--- config.mk ---
export PLATFORM = sky130hd
export DESIGN_NAME = tt_um_devmonkza_uart_tx
export DESIGN_NICKNAME = d
export VERILOG_FILES = /design/src/rtl/tt_um_devmonkza_uart_tx.sv
export SDC_FILE = /design/constraint.sdc
export NUM_CORES = 1
export LEC_CHECK = 0
export BUFFER_PORTS_ARGS = -buffer_cell sky130_fd_sc_hd__buf_2
export CAP_MARGIN = 20
export CORE_MARGIN = 2
export CORE_UTILIZATION = 51
export CTS_CLUSTER_DIAMETER = 40
export DETAILED_ROUTE_END_ITERATION = 16
export MAX_ROUTING_LAYER = met4
export PLACE_DENSITY_LB_ADDON = 0.08
export SYNTH_ARGS = -nofsm -noshare
export SYNTH_HDL_FRONTEND = slang
export SYNTH_SLANG_ARGS = --single-unit
--- constraint.sdc ---
create_clock -name clk -period 2.2 [get_ports clk]
set_clock_uncertainty 0.15 [all_clocks]
set_input_delay 0.33 -clock clk [delete_from_list [all_inputs] [get_ports clk]]
set_output_delay 0.33 -clock clk [all_outputs]
set_load 0.05 [all_outputs]
--- src/rtl/tt_um_devmonkza_uart_tx.sv ---
// Byte-wide UART transmitter tile (8N1, LSB first).
// A synchronised rising edge on uio_in[0] latches ui_in and sends one frame
// on uio_out[1]. uio_out[2] is busy. uo_out holds the mod-256 sum of every
// completed frame.
// Optional build macro: UART_TX_PARITY_EN inserts an even-parity bit between
// the data bits and the stop bit, giving an 11-bit frame.
module tt_um_devmonkza_uart_tx #(
  parameter int unsigned BAUD_DIV = 87
) (
  input  logic       clk,
  input  logic       rst_n,
  input  logic       ena,
  input  logic [7:0] ui_in,
  output logic [7:0] uo_out,
  input  logic [7:0] uio_in,
  output logic [7:0] uio_out,
  output logic [7:0] uio_oe
);

`ifdef UART_TX_PARITY_EN
  typedef enum logic [2:0] {
    IDLE,
    START,
    DATA,
    PARITY,
    STOP
  } state_t;
`else
  typedef enum logic [1:0] {
    IDLE,
    START,
    DATA,
    STOP
  } state_t;
`endif

  localparam logic [15:0] BAUD_LAST = 16'(BAUD_DIV - 1);

  // request synchroniser and edge-detect flops
  logic sync1_q;
  logic sync2_q;
  logic sync3_q;
  logic req_rise;

  // transmitter state
  state_t      state_q, state_d;
  logic [15:0] baud_q,  baud_d;
  logic [2:0]  bit_q,   bit_d;
  logic [7:0]  shreg_q, shreg_d;
  logic [7:0]  data_q,  data_d;
  logic [7:0]  sum_q,   sum_d;
  logic        tx_q,    tx_d;
  logic        busy_q,  busy_d;
  logic        baud_end;

  // ena and the spare request bits carry no function in this tile
  logic unused_inputs;
  assign unused_inputs = ^{ena, uio_in[7:1]};

  // two-flop synchroniser followed by a history flop for edge detection
  always_ff @(posedge clk or negedge rst_n) begin
    if (!rst_n) begin
      sync1_q <= 1'b0;
      sync2_q <= 1'b0;
      sync3_q <= 1'b0;
    end else begin
      sync1_q <= uio_in[0];
      sync2_q <= sync1_q;
      sync3_q <= sync2_q;
    end
  end

  assign req_rise = sync2_q & ~sync3_q;
  assign baud_end = (baud_q == BAUD_LAST);

  // next-state logic; tx is computed one cycle ahead so the pin is a flop
  always_comb begin
    state_d = state_q;
    baud_d  = baud_q;
    bit_d   = bit_q;
    shreg_d = shreg_q;
    data_d  = data_q;
    sum_d   = sum_q;
    tx_d    = tx_q;
    busy_d  = busy_q;
    unique case (state_q)
      IDLE: begin
        tx_d   = 1'b1;
        busy_d = 1'b0;
        baud_d = '0;
        bit_d  = '0;
        if (req_rise) begin
          shreg_d = ui_in;
          data_d  = ui_in;
          busy_d  = 1'b1;
          tx_d    = 1'b0;
          state_d = START;
        end
      end
      START: begin
        if (baud_end) begin
          baud_d  = '0;
          tx_d    = shreg_q[0];
          state_d = DATA;
        end else begin
          baud_d = baud_q + 16'd1;
        end
      end
      DATA: begin
        if (baud_end) begin
          baud_d = '0;
          if (bit_q == 3'd7) begin
            bit_d = '0;
`ifdef UART_TX_PARITY_EN
            tx_d    = ^data_q;
            state_d = PARITY;
`else
            tx_d    = 1'b1;
            state_d = STOP;
`endif
          end else begin
            bit_d   = bit_q + 3'd1;
            shreg_d = {1'b0, shreg_q[7:1]};
            tx_d    = shreg_q[1];
          end
        end else begin
          baud_d = baud_q + 16'd1;
        end
      end
`ifdef UART_TX_PARITY_EN
      PARITY: begin
        if (baud_end) begin
          baud_d  = '0;
          tx_d    = 1'b1;
          state_d = STOP;
        end else begin
          baud_d = baud_q + 16'd1;
        end
      end
`endif
      STOP: begin
        if (baud_end) begin
          baud_d  = '0;
          sum_d   = sum_q + data_q;
          busy_d  = 1'b0;
          tx_d    = 1'b1;
          state_d = IDLE;
        end else begin
          baud_d = baud_q + 16'd1;
        end
      end
      default: begin
        state_d = IDLE;
      end
    endcase
  end

  // state register; reset forces the line idle and abandons any frame
  always_ff @(posedge clk or negedge rst_n) begin
    if (!rst_n) begin
      state_q <= IDLE;
      baud_q  <= '0;
      bit_q   <= '0;
      shreg_q <= '0;
      data_q  <= '0;
      sum_q   <= '0;
      tx_q    <= 1'b1;
      busy_q  <= 1'b0;
    end else begin
      state_q <= state_d;
      baud_q  <= baud_d;
      bit_q   <= bit_d;
      shreg_q <= shreg_d;
      data_q  <= data_d;
      sum_q   <= sum_d;
      tx_q    <= tx_d;
      busy_q  <= busy_d;
    end
  end

  assign uo_out  = sum_q;
  assign uio_out = {5'b0_0000, busy_q, tx_q, 1'b0};
  assign uio_oe  = 8'b0000_0110;

endmodule
==> impl_metrics.yaml, run 1 <==
critical_path:
  crit-reg2reg-launch: "baud_q[0]"
  startpoint_type: "register"
  cp.required_ns: 2.24
  crit_arrival_ns: 2.14
  reg2reg_to: "shreg_q[4]"
  crit_type: "reg2reg"
  reg2reg_slack_ns: 0.10
  end_kind: "register"
  r2r_cells: 10
  cp_max_fo: 8
worst_hold_path:
  hold_class: "in2reg"
  hold_start: "ui_in[6]"
  worstHoldPathCells: 2
  hold_end: "data_q[6]"
die:
  start_util_pct: 53.01
  design.die.area_um2: 5907
  core-area_um2: 5107
  boundaryPins: 43
  placement_rows: 26
  die_w_um: 76.86
  dieHeight_um: 76.86
clocking:
  cts_tree: "built"
  cts.clk_slew.worst_paths_ns: 0.09
  h-tree-depth: 2
  clk_path_buf_depth: 2
  numCtsBuffers: 5
  clock_latency_ns: 0.30
  cts-root-buf: "clkbuf_8"
  clock_sinks: 50
final_layout:
  fin_nets: 316
  syn_to_final_growth_pct: 12.71
  drive_gt1_share_pct: 27.40
  antennaDiodeCount: 0
  nFillCells: 453
  utilization_pct: 59.75
  stdcell_area_um2: 3052
logic_synthesis:
  syn_avg_cell_area_um2: 10.96
  ys_ff_latch: 50
  yosysSeqAreaShare_pct: 46.26
  yosysUniqueCellTypes: 42
  netlist_area_um2: 2708
  yosysWarnings: 0
  syn_inst: 247
placement:
  dp_hpwl_um: 3228
  place_ws_ns: 0.004323
  dpl_cell_area_um2: 2885
  gp_congestion: 0.7928
  io_buffer_count: 20
timing:
  setup_violations: 0
  hold_viol: 0
  fin_crit_sh_pct: 95.35
  grt_setup_unrepaired: "true"
  slew_viol_final: 0
  fin_crit_ns: 2.098
  setup_ws_ns: 0.1024
  max_freq_mhz: 476.7
  fin_hold_ws_ns: 0.1281
route:
  avgViaCountPerCell: 4.991
  final_antenna_net_count: 0
  first_pass_iters: 4
  vias: 1752
  wl_per_cell_um: 12.68
  wirelength_um: 4449
  drt_first_iter_violations: 41
  route.detailed.drc: 0
global_routing:
  grt_pass1_wl_um: 7914
  grt_pass1_vias: 1727
  grt_antenna_before_repair: 0
  grt_max_degree: 32
  grt_usage_pct: 17.08
  gr-total-overflow: 0
status:
  status: "complete, no violations"
power_and_ir_drop:
  ir_worst_vdd_mv: 0.5037
  pwr_density_cell_nw_per_um2: 1029
  leakage_nw: 1.491
job:
  max_cap_viol_count: 0
[through the flow]
stage / std cells / power, mW / TNS, ns
4_1_cts: 350 / 3.168 / -0.03401
3_5_place_dp: 338 / 2.552 / 0
6_report: 351 / 3.141 / 0
2_1_floorplan: 259 / 2.287 / 0
5_1_grt: 351 / 3.396 / -0.1327
3_3_place_gp: 338 / 2.528 / 0
[critical path, stage by stage, from the launching register on]
cell and delay, ns:
dfrtp_1 0.38, inv_1 0.06, ha_1 0.13, nand4b_1 0.11, nor4_2 0.15, and3_1 0.21
buf_6 0.13, a21oi_4 0.06, a21oi_4 0.13, buf_12 0.14, mux2_2 0.33
[state kept, by name, indices dropped and copies added (netlist names)]
signal / flops
state_q: 2
shreg_q: 8
data_q: 8
baud_q: 16
sync3_q: 1
tx_q: 1
bit_q: 3
uo_out: 8
sync2_q: 1
busy_q: 1
sync1_q: 1
[where the power goes]
group	switching, mW	internal, mW	total (mW)	leakage (nW)
Sequential	0.140	1.16	1.30	0.642
Combinational	0.662	0.627	1.29	0.800
Clock	0.299	0.254	0.553	0.0482
Total	1.10	2.04	3.14	1.49
[cell families after synthesis]
kind of cell	count (synthesis)	share of synthesized area, %
xor+xnor	20	6.469
flops	50	46.26
compound gates	26	6.932
buf+inv	30	6.793
fa+ha+maj	17	8.133
simple gates	73	13.12
other cells	2	0.2774
mux	29	12.01
[final cells by class]
| cell class | instances | area (µm²) | area share, % |
|---|---|---|---|
| Tap cell | 70 | 87.58 | 2.870 |
| Clock inverter | 1 | 5.005 | 0.1640 |
| Multi-Input combinational cell | 179 | 1333 | 43.67 |
| Sequential cell | 50 | 1252 | 41.04 |
| Inverter | 7 | 26.28 | 0.8610 |
| Clock buffer | 7 | 86.33 | 2.829 |
| Timing Repair Buffer | 37 | 261.5 | 8.569 |
[layout by cell type, fill, tap and decap left out, types with 2 or more instances in the layout]
master         netlist  layout
mux2_2              28      27
conb_1               2      14
and3_1               3       3
a21o_1               2       2
nand4_1              3       3
dlygate4sd3_1        0       2
nand3_1              9       9
ha_1                16      16
inv_1                7       7
a22o_1               3       3
nand2_1             17      16
buf_12               0       2
a211oi_1             2       2
a21oi_4              2       2
clkbuf_8             0       6
buf_2                3      20
dfrtp_1             49      49
buf_4               16      12
xor2_1              16      16
o21ai_0              8       8
xnor2_1              4       4
nor2_1              24      24
nand2b_1             4       4
a21oi_1              4       3
nor2b_1              2       2
[cell usage after synthesis]
master / number / area [µm²]
nand4b_1: 1 / 8.760
o32a_1: 1 / 10.01
fa_1: 1 / 20.02
dfstp_2: 1 / 26.28
and3_1: 3 / 18.77
dfrtp_1: 49 / 1226
nand2_1: 17 / 63.81
o22ai_1: 1 / 6.260
nor3_1: 1 / 5.000
inv_1: 7 / 26.28
a2111oi_0: 1 / 8.760
buf_4: 16 / 120.1
a31oi_1: 1 / 6.260
o21ai_0: 8 / 40.04
mux2i_1: 1 / 10.01
buf_6: 1 / 11.26
xor2_1: 16 / 140.1
a21oi_4: 2 / 32.53
and2b_2: 1 / 8.760
nor4b_1: 1 / 8.760
a211oi_1: 2 / 15.01
clkbuf_1: 3 / 11.26
nor4_1: 2 / 12.51
a21o_1: 2 / 15.01
and2b_1: 1 / 7.510
buf_2: 3 / 15.01
nor2b_1: 2 / 12.51
and4_1: 1 / 8.760
xnor2_1: 4 / 35.03
mux2_2: 28 / 315.3
or2_1: 1 / 6.260
a21oi_1: 4 / 20.02
conb_1: 2 / 7.510
o21a_1: 1 / 7.510
a22o_1: 3 / 26.28
nand4_1: 3 / 18.77
or3_1: 1 / 6.260
ha_1: 16 / 200.2
nor2_1: 24 / 90.09
nand3_1: 9 / 45.04
and3b_1: 1 / 8.760
nand2b_1: 4 / 25.02
[worst max-delay path by stage]
stage               from    endpoint  slack, ns  cells past startpoint
3_3_place_gp   baud_q[0]  shreg_q[7]       0.02                      9
6_report       baud_q[0]  shreg_q[4]       0.10                     10
5_1_grt        baud_q[0]  shreg_q[6]      -0.02                     10
3_5_place_dp   baud_q[0]  shreg_q[5]      0.004                      9
4_1_cts        baud_q[0]  shreg_q[4]     -0.009                     10
2_1_floorplan  uo_out[0]   uo_out[6]      0.005                      9
[routing by layer]
layer  vias up  track usage, %  part of all wire (%)
met2        29           27.19                    47
met4         0           5.091                   1.2
li1        875               -                     -
met3         7           4.235                   4.0
met5         -               -                     0
met1       841           21.68                    48
[timing repair]
item                       4_1_cts  5_1_grt
pin swaps                        2        2
buffers inserted                 2        1
cloned                           0        0
hold endpoints to repair        19        0
gates resized for setup          4        1
hold buffers                     2        0
setup endpoints to repair        8       15
(Power assumes the default switching activity.)
==> run 2, diff against run 1 <==
--- a/config.mk
+++ b/config.mk
@@ -8,7 +8,8 @@
 export BUFFER_PORTS_ARGS = -buffer_cell sky130_fd_sc_hd__buf_2
 export CAP_MARGIN = 20
 export CORE_MARGIN = 2
-export CORE_UTILIZATION = 51
+export CORE_UTILIZATION = 53
+export CTS_BUF_LIST = sky130_fd_sc_hd__clkbuf_4 sky130_fd_sc_hd__clkbuf_8
 export CTS_CLUSTER_DIAMETER = 40
 export DETAILED_ROUTE_END_ITERATION = 16
 export MAX_ROUTING_LAYER = met4
==> impl_metrics.yaml, run 2 (same netlist as run 1, synthesis figures left out) <==
final_layout:
  final_cells: 351
  fin_nets: 316
  top_register: "baud_q"
  layout_commonest_cell: "dfrtp_1"
  layout_common_cells: "dfrtp_1, nor2_1, buf_2"
  nFillCells: 444
  largest_register_ffs: 16
  multi_input_area_um2: 1359
  antennaDiodeCount: 0
  drive_gt1_share_pct: 28.11
  regArea_um2: 1252
  syn_to_final_growth_pct: 14.79
  stdcell_area_um2: 3108
global_routing:
  grt_usage_pct: 17.33
  grt_pass1_wl_um: 7272
  grt_max_degree: 31
  grt_pass1_vias: 1718
  grt_antenna_before_repair: 0
  gr-total-overflow: 0
timing:
  hold_viol: 0
  max_freq_mhz: 451.0
  fin_crit_ns: 2.217
  slew_viol_final: 0
  setup_violations: 8
  worst_pin_slew_ns: 0.5220
  setup_ws_ns: -0.01745
  grt_setup_unrepaired: "true"
  fin_hold_ws_ns: 0.1222
  slew_headroom_pct: 65.20
  fin_crit_sh_pct: 100.8
clocking:
  clock_latency_ns: 0.30
  cts_tree: "built"
  h-tree-depth: 2
  numCtsBuffers: 5
  clock_sinks: 50
  clk_path_buf_depth: 2
  cts.clk_slew.worst_paths_ns: 0.09
  cts-root-buf: "clkbuf_8"
critical_path:
  reg2reg_to: "shreg_q[3]"
  cp_max_fo: 8
  crit_arrival_ns: 2.25
  crit_type: "reg2reg"
  cp_cell_sequence: "inv_1 > ha_2 > nand4b_1 > nor4_1 > and3_2 > buf_12 > a21oi_4 > a21oi_4 > buf_12 > mux2_4"
  reg2reg_slack_ns: -0.02
  max_stage_delay_ns: 0.38
  cp.required_ns: 2.24
  crit_slowest_cell: "dfrtp_1"
  end_kind: "register"
  r2r_cells: 10
  startpoint_type: "register"
  crit-reg2reg-launch: "baud_q[0]"
route:
  wirelength_um: 4486
  vias: 1770
  avgViaCountPerCell: 5.043
  route.detailed.drc: 0
  first_pass_iters: 4
  wl_per_cell_um: 12.78
  drt_first_iter_violations: 52
  final_antenna_net_count: 0
placement:
  io_buffer_count: 20
  placed_cells: 337
  dpl_cell_area_um2: 2890
  dp_hpwl_um: 3236
  gp_congestion: 0.7995
status:
  violations: "negative setup slack"
  status: "finished with violations"
die:
  die_w_um: 75.48
  design.die.area_um2: 5696
  dieHeight_um: 75.48
  boundaryPins: 43
  start_util_pct: 54.05
  placement_rows: 26
  core-area_um2: 5010
job:
  max_cap_viol_count: 0
worst_hold_path:
  hold_class: "in2reg"
  hold_start: "ui_in[1]"
  hold_end: "data_q[1]"
  worstHoldPathCells: 2
power_and_ir_drop:
  ir_worst_vdd_mv: 0.5618
  pwr_density_cell_nw_per_um2: 1046
  leakage_nw: 1.523
==> run 2: cell count changes in the layout (fill, tap and decap cells not counted), sizes merged <==
cell,delta
clkbuf,+1
buf,-1
==> run 2: area by class of cell <==
cell class	count	area share (%)
multi-input cells	179	43.72
inverters	7	0.8454
well taps	70	2.818
flip-flops and latches	50	40.30
clock inverters	1	0.1610
clock buffers	7	2.899
repair buffers	37	9.259
==> run 2: timing repair <==
item                                    4_1_cts  5_1_grt
endpoints found under the setup margin        4       13
hold buffers                                  2        0
buffers inserted                              0        3
gates resized for setup                       0       14
endpoints found under the hold margin        20        0
cloned                                        0        1
pin swaps                                     1        4
==> run 2: how the worst max path moves through the flow <==
stage,from,slack [ns],depth (start not counted),to
floorplan,uo_out[0],0.005,9,uo_out[6]
global route,baud_q[0],-0.11,10,shreg_q[3]
detailed placement,baud_q[0],-0.003,9,shreg_q[3]
global placement,baud_q[0],0.02,9,shreg_q[7]
CTS,baud_q[0],-0.007,9,shreg_q[3]
finish,baud_q[0],-0.02,10,shreg_q[3]
==> run 2: per-layer routing <==
metal | vias up | GRT usage [%] | wire [µm]
li1 | 881 | - | -
met1 | 859 | 19.49 | 2124
met2 | 25 | 30.14 | 2201
met3 | 5 | 3.439 | 102
met4 | 0 | 7.018 | 58
met5 | - | - | 0
==> run 2: per-stage QoR <==
step / power, mW / setup TNS [ns] / setup slack [ns] / util [%]
4_1_cts: 3.123 / -0.006822 / -0.006822 / 59.99
3_3_place_gp: 2.517 / 0 / 0.02325 / 57.69
3_5_place_dp: 2.556 / -0.002774 / -0.002774 / 57.69
5_1_grt: 3.488 / -1.024 / -0.1072 / 62.04
2_1_floorplan: 2.287 / 0 / 0.005258 / -
6_report: 3.252 / -0.05925 / -0.01745 / 62.04
==> run 2: critical path, delay by kind of cell (launching register included) <==
kind	cells	cell delay, ns
flip-flops	1	0.38
AO/OA/AOI/OAI	2	0.18
adder cells (fa/ha/maj)	1	0.16
buffers and inverters	3	0.34
AND/OR/NAND/NOR	3	0.59
multiplexers	1	0.30
==> run 2: where the power goes <==
group	internal, mW	switching (mW)	total [mW]
Sequential	1.16	0.140	1.30
Combinational	0.704	0.686	1.39
Clock	0.267	0.296	0.563
Total	2.13	1.12	3.25
==> run 3, diff against run 2 <==
==> constraint.sdc (replaced) <==
create_clock -name clk -period 2.2 [get_ports clk]
set_clock_uncertainty 0.15 [all_clocks]
set_input_delay 0.44 -clock clk [delete_from_list [all_inputs] [get_ports clk]]
set_output_delay 0.44 -clock clk [all_outputs]
set_load 0.05 [all_outputs]
==> impl_metrics.yaml, run 3 (same netlist as run 1, synthesis figures left out) <==
status:
  status: "complete, no violations"
critical_path:
  crit_path_start: "baud_q[0]"
  crit_type: "reg2reg"
  startpoint_type: "register"
  critical_path.top_delay_family: "simple AND/OR/NAND/NOR gates"
  reg2reg_slack_ns: 0.11
  reg2reg_to: "shreg_q[5]"
  crit_arrival_ns: 2.12
  crit_slowest_cell: "dfrtp_1"
  end_kind: "register"
  crit-reg2reg-launch: "baud_q[0]"
  max_stage_delay_ns: 0.38
  crit_top_cell: "a21oi_4"
  cp.required_ns: 2.23
  cp_max_fo: 8
  r2r_cells: 8
  critPathBufInv: 1
  cp_cell_sequence: "inv_1 > ha_1 > nand4b_1 > nor4_2 > and3_4 > a21oi_4 > a21oi_4 > mux2_2"
placement:
  dp_hpwl_um: 3294
  dpl_cell_area_um2: 2893
  gp_congestion: 0.8507
  io_buffer_count: 20
job:
  max_cap_viol_count: 0
power_and_ir_drop:
  power_frac_clock_pct: 23.5
  power_mw: 3.308
  p_switching_mw: 1.078
  seqPwrFrac_pct: 39.3
  combinationalPowerShare_pct: 37.3
  leakage_nw: 1.487
  pwr_density_cell_nw_per_um2: 1082
  ir_worst_vdd_mv: 0.5763
  sw_frac_of_total_pct: 32.60
  p_int_mw: 2.230
worst_hold_path:
  hold_end: "sync1_q"
  worstHoldPathCells: 1
  hold_class: "in2reg"
  hold_start: "uio_in[0]"
clocking:
  cts.clk_slew.worst_paths_ns: 0.08
  numCtsBuffers: 5
  clock_sinks: 50
  clock_latency_ns: 0.29
  cts_setup_buffers: 0
  clk_path_buf_depth: 2
  cts_tree: "built"
  cts-root-buf: "clkbuf_8"
  h-tree-depth: 2
timing:
  hold_viol: 0
  fin_crit_sh_pct: 95.07
  fin_hold_ws_ns: 0.09883
  slew_viol_final: 0
  grt_setup_unrepaired: "true"
  setup_violations: 0
  fin_crit_ns: 2.092
  max_freq_mhz: 478.1
die:
  die_w_um: 75.48
  boundaryPins: 43
  design.die.area_um2: 5696
  dieHeight_um: 75.48
  placement_rows: 26
  core-area_um2: 5010
  start_util_pct: 54.05
route:
  vias: 1741
  first_pass_iters: 4
  route.detailed.drc: 0
  drt_first_iter_violations: 62
  avgViaCountPerCell: 5.003
  final_antenna_net_count: 0
  wirelength_um: 4386
  wl_per_cell_um: 12.60
global_routing:
  grt_pass1_wl_um: 7107
  grt_pass1_vias: 1619
  grt_usage_pct: 16.71
  grt_antenna_before_repair: 0
  grt_max_degree: 31
  gr-total-overflow: 0
final_layout:
  layout_commonest_cell: "dfrtp_1"
  stdcell_area_um2: 3057
  largest_register_ffs: 16
  top_register: "baud_q"
  utilization_pct: 61.01
  drive_gt1_share_pct: 26.98
  layout_common_cells: "dfrtp_1, mux2_2, nor2_1"
  antennaDiodeCount: 0
  fin_nets: 313
  syn_to_final_growth_pct: 12.89
## run 3: final cells by class
cell class / instances / area (µm²)
Multi-Input combinational cell: 179 / 1328
Tap cell: 70 / 87.58
Timing Repair Buffer: 34 / 220.2
Clock buffer: 6 / 82.58
Clock inverter: 2 / 60.06
Inverter: 7 / 26.28
Fill cell: 443 / 1953
Sequential cell: 50 / 1252
## run 3: worst reg2reg max path, stage by stage (launching register included)
cell and delay (ns):
dfrtp_1 0.38, inv_1 0.06, ha_1 0.15, nand4b_1 0.11, nor4_2 0.16, and3_4 0.27
a21oi_4 0.07, a21oi_4 0.25, mux2_2 0.38
## run 3: per-stage QoR
stage	instances	setup slack, ns	setup TNS, ns
2_1_floorplan	259	0.005258	0
3_3_place_gp	339	-0.01564	-0.1122
4_1_cts	348	0.01232	0
5_1_grt	348	-0.01669	-0.03567
3_5_place_dp	339	-0.04158	-0.3384
6_report	348	0.1084	0
## run 3: worst max-delay path by stage
stage	end	slack (ns)	cells after the start
2_1_floorplan	uo_out[6]	0.005	9
3_3_place_gp	shreg_q[6]	-0.02	8
3_5_place_dp	shreg_q[6]	-0.04	8
4_1_cts	shreg_q[5]	0.01	8
5_1_grt	shreg_q[5]	-0.02	8
6_report	shreg_q[5]	0.11	8
## run 3: what timing repair did
item / 4_1_cts / 5_1_grt
endpoints found under the hold margin: 19 / 0
hold buffers: 1 / 0
pin swaps: 0 / 0
gates resized for setup: 1 / 2
setup endpoints to repair: 11 / 13
## run 3: per-layer routing
layer	global-route usage, %	part of all wire [%]	up-vias	routed length, µm
met5	-	0	-	0
met4	4.094	1.4	0	61
met3	4.101	2.6	6	116
met2	28.21	50	25	2177
met1	20.19	46	831	2030
li1	-	-	879	-
## run 3: power by group through the flow
stage	Combinational, mW	Clock (mW)	Sequential (mW)
finish	1.23	0.776	1.30
floorplan	0.997	0	1.29
global placement	1.21	0	1.31
detailed placement	1.24	0	1.31
CTS	1.25	0.803	1.30
global route	1.36	0.840	1.33
